### src/rtl/sum_serial_ctrl.sv
// Bit-serial add/subtract controller: one full-adder cell is time-shared LSB-first
// across N bits, with a start/busy/done handshake and held result outputs.

module sum_serial_fa (
  input  logic a,
  input  logic b,
  input  logic ci,
  output logic so,
  output logic co
);
  assign so = a ^ b ^ ci;
  assign co = (a & b) | (ci & (a ^ b));
endmodule

module sum_serial_ctrl #(
  parameter int N = 8
) (
  input  logic         clk,
  input  logic         rst_n,
  input  logic         start,
  input  logic         sub,
  input  logic [N-1:0] a,
  input  logic [N-1:0] b,
  input  logic         ci_in,
  output logic         busy,
  output logic         done,
  output logic [N-1:0] s,
  output logic         co,
  output logic         ov
);
  localparam int CW = (N > 1) ? $clog2(N) : 1;
  localparam logic [CW-1:0] LAST = CW'(N - 1);

  typedef enum logic [1:0] {IDLE, RUN, DONE} state_t;

  state_t         r_state;
  logic [N-1:0]   r_ra;
  logic [N-1:0]   r_rb;
  logic [N-1:0]   r_res;
  logic           r_carry;
  logic [CW-1:0]  r_cnt;
  logic [N-1:0]   r_s;
  logic           r_co;
  logic           r_ov;
  logic           r_busy;
  logic           r_done;

  logic           w_so;
  logic           w_co;
  logic [N-1:0]   w_res_next;

  sum_serial_fa u_fa (
    .a  (r_ra[0]),
    .b  (r_rb[0]),
    .ci (r_carry),
    .so (w_so),
    .co (w_co)
  );

  // Result bits enter from the MSB side; a 1-bit result is just the cell output.
  generate
    if (N == 1) begin : g_res_one
      assign w_res_next = w_so;
    end else begin : g_res_wide
      assign w_res_next = {w_so, r_res[N-1:1]};
    end
  endgenerate

  always_ff @(posedge clk or negedge rst_n) begin
    if (!rst_n) begin
      r_state <= IDLE;
      r_ra    <= '0;
      r_rb    <= '0;
      r_res   <= '0;
      r_carry <= 1'b0;
      r_cnt   <= '0;
      r_s     <= '0;
      r_co    <= 1'b0;
      r_ov    <= 1'b0;
      r_busy  <= 1'b0;
      r_done  <= 1'b0;
    end else begin
      r_done <= 1'b0;
      case (r_state)
        IDLE, DONE: begin
          if (start) begin
            // Subtraction as a + ~b + ~borrow_in.
            r_ra    <= a;
            r_rb    <= b ^ {N{sub}};
            r_carry <= ci_in ^ sub;
            r_cnt   <= '0;
            r_busy  <= 1'b1;
            r_state <= RUN;
          end else begin
            r_busy  <= 1'b0;
            r_state <= IDLE;
          end
        end
        RUN: begin
          r_ra    <= r_ra >> 1;
          r_rb    <= r_rb >> 1;
          r_res   <= w_res_next;
          r_carry <= w_co;
          r_cnt   <= r_cnt + CW'(1);
          if (r_cnt == LAST) begin
            r_s     <= w_res_next;
            r_co    <= w_co;
            r_ov    <= r_carry ^ w_co;
            r_busy  <= 1'b0;
            r_done  <= 1'b1;
            r_state <= DONE;
          end
        end
        default: begin
          r_busy  <= 1'b0;
          r_state <= IDLE;
        end
      endcase
    end
  end

  assign busy = r_busy;
  assign done = r_done;
  assign s    = r_s;
  assign co   = r_co;
  assign ov   = r_ov;
endmodule
### config.mk
export PLATFORM = sky130hd
export DESIGN_NAME = sum_serial_ctrl
export DESIGN_NICKNAME = d
export VERILOG_FILES = /design/src/rtl/sum_serial_ctrl.sv
export SDC_FILE = /design/constraint.sdc
export NUM_CORES = 1
export LEC_CHECK = 0
export CORE_MARGIN = 3
export CORE_UTILIZATION = 27
export CTS_CLUSTER_DIAMETER = 50
export CTS_CLUSTER_SIZE = 40
export DETAILED_ROUTE_END_ITERATION = 8
export PLACE_DENSITY = 0.47
export SKIP_LAST_GASP = 1
export SYNTH_ARGS = -nofsm -noshare
export SYNTH_HDL_FRONTEND = slang
export SYNTH_SLANG_ARGS = --single-unit
### constraint.sdc
create_clock -name clk -period 2.55 [get_ports clk]
set_input_delay 0.51 -clock clk [delete_from_list [all_inputs] [get_ports clk]]
set_output_delay 0.51 -clock clk [all_outputs]
set_load 0.01 [all_outputs]
=== Word level (Yosys, flattened, before mapping) ===
Index checks and enable logic that the tools add are counted.

* RAM bits: 0
* Memories: 0
* Bits in read-only memories: 0
* Latch bits: 0
* Input bits: 21
* Word-level logic and storage cells: 46
* Register bits: 42
* Output and inout port bits: 12

* Equal/unequal tests: 5
* Magnitude comparators: 0
* Bitwise gates (word level): 8
* Add/subtract/negate cells: 1
* Multiplexer cells: 16
* Multipliers: 0
* Shifts and indexed selects: 0
* Reduce and logical (&&, ||, !) cells: 5
* Divide/modulo/power cells: 0

{| class="wikitable"
|+ Operators with widths
! kind !! count
|-
| $pmux 8 s2 || 2
|-
| $mux 8 || 2
|-
| $xor 8x8->8 || 1
|-
| $mux 1 || 6
|-
| $pmux 3 s2 || 1
|-
| $ne 2x2->1 const B || 2
|-
| $pmux 1 s2 || 2
|-
| $pmux 2 s2 || 1
|-
| $reduce_and 2->1 || 2
|-
| $xor 1x1->1 || 4
|-
| $add 3x1->3 const B || 1
|-
| $eq 3x3->1 const B || 1
|-
| $mux 3 || 1
|-
| $and 1x1->1 || 2
|-
| $eq 2x1->1 const B || 1
|-
| $eq 2x2->1 const B || 1
|-
| $logic_not 2->1 || 1
|-
| $mux 2 || 1
|-
| $reduce_bool 2->1 || 1
|-
| $reduce_or 2->1 || 1
|-
| $or 1x1->1 || 1
|}

=== Depth between registers and ports, before layout ===
* Word-level depth: 4
* Mapped depth: 6
* Mapped depth without buffers: 5

=== Cells and area by module ===
A second synthesis with hierarchy kept.

* Cell total of the unflattened synthesis: 136
* Area total of the unflattened synthesis: 1760.4 sq um

{| class="wikitable"
|+ By module, submodules not included
! module !! times used !! area each (sq um) !! seq. area each (sq um) !! cells each
|-
| sum_serial_ctrl || 1 || 1740.4 || 1026.0 || 135
|-
| sum_serial_fa || 1 || 20.0 || 0.0 || 1
|}

=== Worst setup path after synthesis ===
OpenSTA, ideal clock, no wires.

* Path kind: register -> register
* From: reg r_cnt[0]
* To: reg r_co (netlist: co)
* Required time: 2.425 ns
* Arrival: 1.453 ns
* Setup slack: 0.972 ns
* Stages on the path, launching flop included: 6
* Setup time: 0.125 ns
* Clock period less this slack: 1.578 ns
* Cell sequence: dfrtp_1 ha_1 ha_1 nand3b_1 buf_2 mux2_2

* Cells in the longest elaborated chain, start to end: 2

{| class="wikitable"
|+ RTL lines
! item !! RTL line !! text
|-
| from (decl) || 41 || <nowiki>logic [CW-1:0] r_cnt;</nowiki>
|-
| from (signal assigned) || 104 || <nowiki>r_cnt <= r_cnt + CW'(1);</nowiki>
|-
| $eq 3x3->1 || 105 || <nowiki>if (r_cnt == LAST) begin</nowiki>
|-
| $reduce_and 2->1 (no line) || n/a ||
|-
| to (signal assigned) || 107 || <nowiki>r_co <= w_co;</nowiki>
|-
| to (decl) || 43 || <nowiki>logic r_co;</nowiki>
|}

No other way between the ends.
A chain may end at the register's enable or synchronous reset.

=== Worst setup path after layout ===
* From: reg r_cnt[0]
* To: reg r_s[0] (netlist: s[0])

* Cells in the longest elaborated chain, start to end: 2

{| class="wikitable"
|+ RTL lines
! item !! RTL line !! text
|-
| $eq 3x3->1 || 105 ||
|-
| $reduce_and 2->1 (no line) || n/a ||
|-
| to (signal assigned) || 106 || <nowiki>r_s <= w_res_next;</nowiki>
|-
| to (decl) || 42 || <nowiki>logic [N-1:0] r_s;</nowiki>
|}

No other way between the ends.

==> results.md <==
- Cell count after synthesis: 136
- Sink Count: between 40 and 50
- Pwr Density: 1170 nW/um2
- Setup Fix Bufs, Post-CTS: 0
- Clk root buf: clkbuf_8
- R2r endpoint: s[0]
- Die height: 86.5 um
- GRT Util Overall: under 10%
- Share of layout cells above drive strength 1: between 10% and 20%
- Vias in the first global route: ~1200
- Crit path kind: register to register
- Hpwl dp: 2.25 mm
- Syn_nets: 160
- Fin. Hold Viols: 0
- Cell Chain, Critical Path: ha_1 > ha_1 > nand3b_1 > mux2_2
- Design area: 2190 um2
- Initial antenna violation count: 0
- H-Tree Depth: 2
- Buffer depth of the longest clock path: 2
- Largest net degree at the start of global routing: 42
- Filler cells: 621
- Reg area: 1030 um2
- Switching Fraction: 32.0%
- Fin cells: 241
- FF-to-FF path depth: 4
- Share of synthesized flip-flops with an asynchronous set or reset: 100%
- FP Rows: 28
- Number of max-cap violations: 0
- Setup TNS: 0 ps
- P&R area growth vs syn: 25.0%
- Status: completed
- Sequential fraction of the synthesis area: roughly 59%
- Slew headroom: between 40% and 50%
- CP max stage cell: nand3b_1
- DP Cell Count: 234
- Wire length per cell: 13.4 um
- Met2 Use GR: 15.4%
- Sequential share of power: between 40 and 50%
- Post-CTS sizing: 0
- Avg Cell Area, Syn: 12.9 um2
- Family with the most delay on the worst path: simple AND/OR/NAND/NOR gates
- Drt drc: 0
- First DRT Iteration DRCs: 42
- Overall power: approximately 2.6 mW
- Crit path depth: 4
- Util after Layout: roughly 36%
- R2r startpoint: r_cnt[0]
- Worst VDD drop: 0.447 mV
- CTS tree: built
- P_int: around 1.7 mW
- Ports: 33
- Endpoints failing setup: 0
- GRT Residual Overflow: 0
- Total Wirelength: between 3 and 4 mm
- Maximum clock frequency: 560 MHz
- Initial Util: 28.7%
- Number of flops mapped to enable cells by yosys: 0
- Area taken by multi-input logic gates: 649 um2
- Leakage: 0.963 nW
- Unique masters post-synth: 24
- First-pass GRT wire length: 5.60 mm
- Met1 usage: 12.0%
- Clock skew: roughly 3.8 ps
- Power share of the combinational group: 39.3%
- Worst path required time: 2720 ps
- Synth warnings: 0
- Vias per cell: 4.72
- Die area: 7490 um2
- Clock Pin Slew Worst Setup and Hold Paths: 70 ps
- I/O Buffers: 32
- Pre-CTS WS: slightly below 600 ps
- DIE WIDTH: just under 90 um
- Final hold slack: 350 ps
- Top FF cell, synth: dfrtp_1
- Most common cell on crit path: ha_1
- Placeable Area: roughly 6100 um2
- Max stage delay on crit path: ~440 ps
- Yosys reg bits: slightly above 40
- Critical Path AT: 1960 ps
- Final min period: around 1800 ps
- Clk Latency, worst-skew pair: 290 ps
- Fin. max-slew vios: 0
- CTS Buf Count: 5
- Final Net Count: 190
- Global routing usage on met3: 3.23%
- Clock share of power: 16.4%
- Dpl cell area: 2100 um2
- Buffers plus inverters on the worst setup path: 0
- Final RePlAce weighted congestion: 0.691
- CTS Hold Buffers Added: 0
- PnR worst setup slack: 764 ps
- CP startpoint kind: register
- DR vias: 1138
- Antenna Nets Post-Route: 0
- Synth Cell Area: roughly 1800 um2
- Worst min-delay path category: primary input to asynchronous set/reset pin
- Number of antenna repair diodes: 0
- Crit. End Element: register
- Switching pwr: roughly 820 uW
- Slew @ Worst Pin: 899 ps
- Critical path peak fanout: 13
- RSZ-0062 raised after global routing: false
- R2R Setup Slk: 760 ps
- Router iterations before antenna repair: 4
- Gr busiest metal: met2
- Fin crit share: 70.0%
-- registers in the layout, indices dropped and copies added, names as in the netlist --
name and count:
r_ra 8, r_rb 8, s 8, r_res 7, r_cnt 3, r_state 2
busy 1, co 1, done 1, ov 1, r_carry 1
-- power by group through the flow --
| stage | registers, mW | clock network (mW) | logic, mW |
|---|---|---|---|
| global placement | 1.14 | 0 | 0.993 |
| floorplan | 1.15 | 0 | 0.700 |
| detailed placement | 1.15 | 0 | 1.03 |
| CTS | 1.14 | 0.442 | 1.03 |
| global route | 1.18 | 0.466 | 1.12 |
| finish | 1.13 | 0.419 | 1.00 |
-- final cells by class --
class                           count  area share (%)
Clock buffer                        7            3.94
Timing Repair Buffer               33            14.7
Inverter                            3           0.514
Sequential cell                    41            46.9
Multi-Input combinational cell     82            29.7
Tap cell                           75            4.29
-- routing by layer --
layer / vias up / wire, um
li1: 536 / -
met1: 562 / 1500
met2: 35 / 1500
met3: 5 / 175
met4: 0 / 48
met5: - / 0
-- worst max path at each step --
stage	start	end	slack, ps
3_3_place_gp	start	r_rb[4]	610
4_1_cts	r_cnt[0]	s[0]	700
6_report	r_cnt[0]	s[0]	760
3_5_place_dp	sub	r_rb[1]	580
2_1_floorplan	r_cnt[0]	co	970
5_1_grt	r_cnt[0]	s[5]	650
-- cells by family after synthesis --
| kind of cell | Yosys count | share of synthesized area, % |
|---|---|---|
| AO/OA/AOI/OAI | 23 | 10.9 |
| XOR/XNOR | 10 | 5.00 |
| adder cells (fa/ha/maj) | 3 | 2.57 |
| buffers and inverters | 13 | 4.36 |
| flip-flops | 41 | 58.6 |
| multiplexers | 16 | 10.3 |
| AND/OR/NAND/NOR | 30 | 8.36 |
-- cells in the mapped netlist (2+ instances only) --
| cell | n | area [um2] |
|---|---|---|
| a22oi_1 | 7 | 52.6 |
| mux2_2 | 16 | 180 |
| xnor2_1 | 9 | 78.8 |
| nor2_1 | 8 | 30.0 |
| a221o_1 | 8 | 80.1 |
| nand3_1 | 8 | 40.0 |
| o21ai_0 | 2 | 10.0 |
| dfrtp_1 | 41 | 1030 |
| nand2_1 | 8 | 30.0 |
| inv_1 | 3 | 11.3 |
| nand2b_1 | 2 | 12.5 |
| a22o_1 | 4 | 35.0 |
| ha_1 | 2 | 25.0 |
| buf_2 | 7 | 35.0 |
| buf_6 | 2 | 22.5 |
-- cells in the final DEF (no fill, tap or decap), types with 2 or more instances in the layout --
cell type | Yosys | layout
a221o_1 | 8 | 8
a22o_1 | 4 | 4
a22oi_1 | 7 | 7
clkbuf_8 | 0 | 6
clkdlybuf4s50_1 | 0 | 31
dfrtp_1 | 41 | 41
ha_1 | 2 | 2
inv_1 | 3 | 3
mux2_2 | 16 | 16
nand2_1 | 8 | 8
nand2b_1 | 2 | 2
nand3_1 | 8 | 8
nor2_1 | 8 | 8
o21ai_0 | 2 | 2
xnor2_1 | 9 | 9
(Power assumes the default switching activity.)
==> patch 1, RTL diff (same settings) <==
Add an input register stage for `start`, `sub`, `a`, `b` and `ci_in`, cleared by the reset; this delays them by one clock.
--- a/src/rtl/sum_serial_ctrl.sv
+++ b/src/rtl/sum_serial_ctrl.sv
@@ -32,6 +32,28 @@
   localparam logic [CW-1:0] LAST = CW'(N - 1);
 
   typedef enum logic [1:0] {IDLE, RUN, DONE} state_t;
+
+  logic start_q;
+  logic sub_q;
+  logic [N-1:0] a_q;
+  logic [N-1:0] b_q;
+  logic ci_q;
+
+  always_ff @(posedge clk or negedge rst_n) begin
+    if (!rst_n) begin
+      start_q <= '0;
+      sub_q   <= '0;
+      a_q     <= '0;
+      b_q     <= '0;
+      ci_q    <= '0;
+    end else begin
+      start_q <= start;
+      sub_q   <= sub;
+      a_q     <= a;
+      b_q     <= b;
+      ci_q    <= ci_in;
+    end
+  end
 
   state_t         r_state;
   logic [N-1:0]   r_ra;
@@ -83,11 +105,11 @@
       r_done <= 1'b0;
       case (r_state)
         IDLE, DONE: begin
-          if (start) begin
+          if (start_q) begin
             // Subtraction as a + ~b + ~borrow_in.
-            r_ra    <= a;
-            r_rb    <= b ^ {N{sub}};
-            r_carry <= ci_in ^ sub;
+            r_ra    <= a_q;
+            r_rb    <= b_q ^ {N{sub_q}};
+            r_carry <= ci_q ^ sub_q;
             r_cnt   <= '0;
             r_busy  <= 1'b1;
             r_state <= RUN;
Check against the original RTL: not equivalent (Yosys sat finds a counterexample within 4 cycles, from zero or initial values and one cycle with rst_n low).
==> patch 1 against the unedited design <==
- wire length is 21% higher
- final cell count increased by 23%
- total power up 26%
- hold slack worse by 0.13 ns
- die area increased by 25%
- area after synthesis grew 27%
- clock skew up 0.0028 ns
- cell area is 28% higher
- critical path depth decreased by 3
- worst setup slack improved by 0.016 ns
- sequential cell count is 19 higher
- critical path type is now flip-flop to output pin
- largest power group unchanged
==> patch 1: results (changes against the unedited design) <==
[run_status]
status=finished clean

[hold_path]
hold_path_class=primary input to async pin

[power_and_ir_drop]
leakagePower_nw=1.24  ; +29%
ir_drop_mv=0.323  ; -28%

[finish]
antenna_cells=0  ; unchanged
final_net_count=214  ; +13%
stdcell_count=296  ; +23%
drive_gt1_share_pct=17.5  ; +1.9 points

[synthesis]
synth_nets=179  ; +12%
yosys-top-cells-area=dfrtp_1, mux2_2, a221o_1, xnor2_1, a22oi_1
synth_edf_count=0  ; unchanged
yosysWarningCount=0  ; unchanged
synth_top_area_share_pct=67.4  ; +8.8 points
synth_cell_types=24  ; unchanged
yosysSeqAreaShare_pct=67.4  ; +8.8 points
syn_area_per_cell_um2=14.4  ; +12%
async_reset_ff_share_pct=100  ; unchanged
synth_commonest_cells=dfrtp_1, mux2_2, xnor2_1

[detailed_routing]
drt_iter0_drc=49  ; +17%
via_count=1310  ; +15%
first_pass_iters=4  ; unchanged
routedWlPerCell_um=13.1  ; -1.9%

[timing]
skew_ns=0.00661  ; +0.00277 ns
worst_pin_slew_ns=0.735  ; -0.164 ns

[grt]
grt_pass1_vias=1479  ; +21%
grt_max_degree=32  ; -24%
grt_first_pass_wirelength_mm=6.91  ; +23%
grt_usage_pct=9.44  ; -0.13 points

[critical_path]
cp_top_family=buffers and inverters
max_stage_delay_ns=0.55  ; +0.11 ns
crit_fanout=2  ; -11
cp.arrival_ns=1.26  ; -0.70 ns
r2r_setup_slack_ns=0.78  ; +0.02 ns
cpMaxStageDelayCell=clkdlybuf4s50_1

[clock_network]
htreeDepth=3  ; +1
insertion_delay_ns=0.33  ; +0.04 ns
clock_path_buffers=2  ; unchanged
cts_buffers=9  ; +4
cts_resized=0  ; unchanged
cts_hold_buf=0  ; unchanged
cts_root_buffer=clkbuf_8

[placed_design]
place_inst=281  ; +20%
gp_congestion=0.698  ; +1.1%
io_buffers=32  ; unchanged
dp_hpwl_mm=2.61  ; +16%

-- patch 1: cell families (layout without fill, tap and decap cells) --
kind of cell / Yosys count / in the layout / share of synthesized area [%]
AOI/OAI and AO/OA: 23 / 23 / 8.54
xor gates and xnor gates: 10 / 10 / 3.93
adders and majority gates: 3 / 3 / 2.02
buffers and inverters: 13 / 52 / 3.43
DFF: 60 / 60 / 67.4
muxes: 16 / 16 / 8.09
and+or+nand+nor: 30 / 30 / 6.57
-- patch 1: power breakdown --
part	internal, W	switching [W]	total (W)
clock	0.000397	0.000337	0.000734
combinational	0.000565	0.000452	0.00102
sequential	0.00127	0.000192	0.00146
-- patch 1: worst paths after layout --
path / startpoint / to / cells past startpoint
min in group clk: a_q[6] / r_ra[6] / 2
worst max register to register: r_cnt[0] / s[1] / 4
worst min register to register: a_q[6] / r_ra[6] / 2
worst max-delay path: busy / busy / 1
max in group asynchronous: rst_n / b_q[5] / 2
worst min-delay path: rst_n / done / 1
-- patch 1: per-stage QoR --
stage / setup WS, ns / hold WS, ns / instance area [um^2] / util [%]
after floorplan: 0.972 / 0.214 / 2230 / -
after global placement: 0.825 / 0.450 / 2630 / 33.5
after detailed placement: 0.781 / 0.454 / 2630 / 33.5
after CTS: 0.754 / 0.234 / 2800 / 35.7
after global routing: 0.669 / 0.254 / 2800 / 35.7
final: 0.779 / 0.219 / 2800 / 35.7
-- patch 1: layer usage --
metal  wire length, um  vias to the layer above  global-route usage (%)
met3               236                       11                    3.68
met4               137                        0                    7.13
met2              1800                       39                    14.0
met5                 0                        -                       0
li1                  -                      612                       -
met1              1720                      648                    10.9
-- patch 1: final cells by class --
| class | count | area [um^2] |
|---|---|---|
| flip-flops and latches | 60 | 1500 |
| inverters | 3 | 11.3 |
| repair buffers | 34 | 343 |
| multi-input cells | 82 | 649 |
| fillers | 798 | 5050 |
| clock buffers | 13 | 159 |
| clock inverters | 2 | 10.0 |
| well taps | 102 | 128 |
==> patch 2, RTL diff (same settings) <==
Without the edit above. Change the parameter `N` from 8 to 4.
--- a/src/rtl/sum_serial_ctrl.sv
+++ b/src/rtl/sum_serial_ctrl.sv
@@ -13,7 +13,7 @@
 endmodule
 
 module sum_serial_ctrl #(
-  parameter int N = 8
+  parameter int N = 4
 ) (
   input  logic         clk,
   input  logic         rst_n,
Ports: changed (resized a, b and s); port bits go from 33 to 21. The function was not compared with the original's and may differ.
==> patch 2 against the unedited design <==
- total power is 36% lower
- wire length is 46% lower
- worst setup slack better by 0.11 ns
- cell area down 39%
- sequential share of layout area shrank 1.7 points
- largest cell class unchanged
- sequential cell count down 17
- count of clock-buffer cells in the layout is 4 lower
- critical path type is now flip-flop to output pin
- area after synthesis is 41% lower
==> patch 2: results (changes against the unedited design) <==
[run_status]
status=finished clean

[power_and_ir_drop]
power.switching_w=0.000490  ; -40%
ir_drop_mv=0.297  ; -33%

[synthesis]
synth_compound_area_share_pct=12.2  ; +1.3 points
yosysSeqAreaShare_pct=58.3  ; -0.25 points
yosys.area_share.xor_xnor_pct=5.10  ; +0.10 points
synth_nets=90  ; -44%
synth_commonest_cells=dfrtp_1, mux2_2, a22o_1, xnor2_1
syn_inst=75  ; -45%
synth_fa_ha_area_share_pct=3.16  ; +0.59 points
synthMuxAreaShare_pct=9.84  ; -0.44 points
synth_cell_types=21  ; -13%

[finish]
multi_input_area_um2=383  ; -41%
final_net_count=112  ; -41%

[detailed_routing]
wl_met1_um=861  ; -43%
first_pass_iters=5  ; +1
routedWlPerCell_um=12.2  ; -8.7%

[grt]
grt_first_pass_wirelength_mm=3.13  ; -44%
grt_pass1_vias=646  ; -47%
grt_use_met3_pct=2.50  ; -0.74 points

[placed_design]
io_buffers=20  ; -38%
gp_congestion=0.613  ; -11%
place_inst=138  ; -41%
postPlaceCellArea_um2=1260  ; -40%

[hold_path]
hold_path_class=flip-flop to flip-flop

[critical_path]
cp.arrival_ns=1.17  ; -0.79 ns
crit_fanout=2  ; -11

[clock_network]
htreeDepth=1  ; -1
cts.clk_slew.worst_paths_ns=0.09  ; +0.02 ns

[timing]
skew_ns=0.00704  ; +0.00321 ns

## patch 2: final cells by class
cell class | instances | area share, %
clock inverter | 1 | 2.26
clock buffer | 3 | 3.10
sequential | 24 | 45.1
tap | 46 | 4.32
multi-input combinational | 44 | 28.8
inverter | 3 | 0.846
timing repair buffer | 21 | 15.6
## patch 2: final timing paths
check	from	to	slack [ns]	cells after the start
min	r_ra[2]	r_ra[2]	0.48	1
max	busy	busy	0.87	1
max reg2reg	r_cnt[0]	co	1.09	3
min reg2reg	r_ra[2]	r_ra[2]	0.48	1
min in group asynchronous	rst_n	r_res[3]	0.60	2
max in group asynchronous	rst_n	r_ra[0]	1.71	2
## patch 2: power by group through the flow
stage / sequential [W] / clock, W / combinational (W)
3_3_place_gp: 0.000668 / 0 / 0.000647
2_1_floorplan: 0.000678 / 0 / 0.000470
4_1_cts: 0.000662 / 0.000337 / 0.000668
6_report: 0.000660 / 0.000325 / 0.000655
3_5_place_dp: 0.000670 / 0 / 0.000667
5_1_grt: 0.000689 / 0.000355 / 0.000740
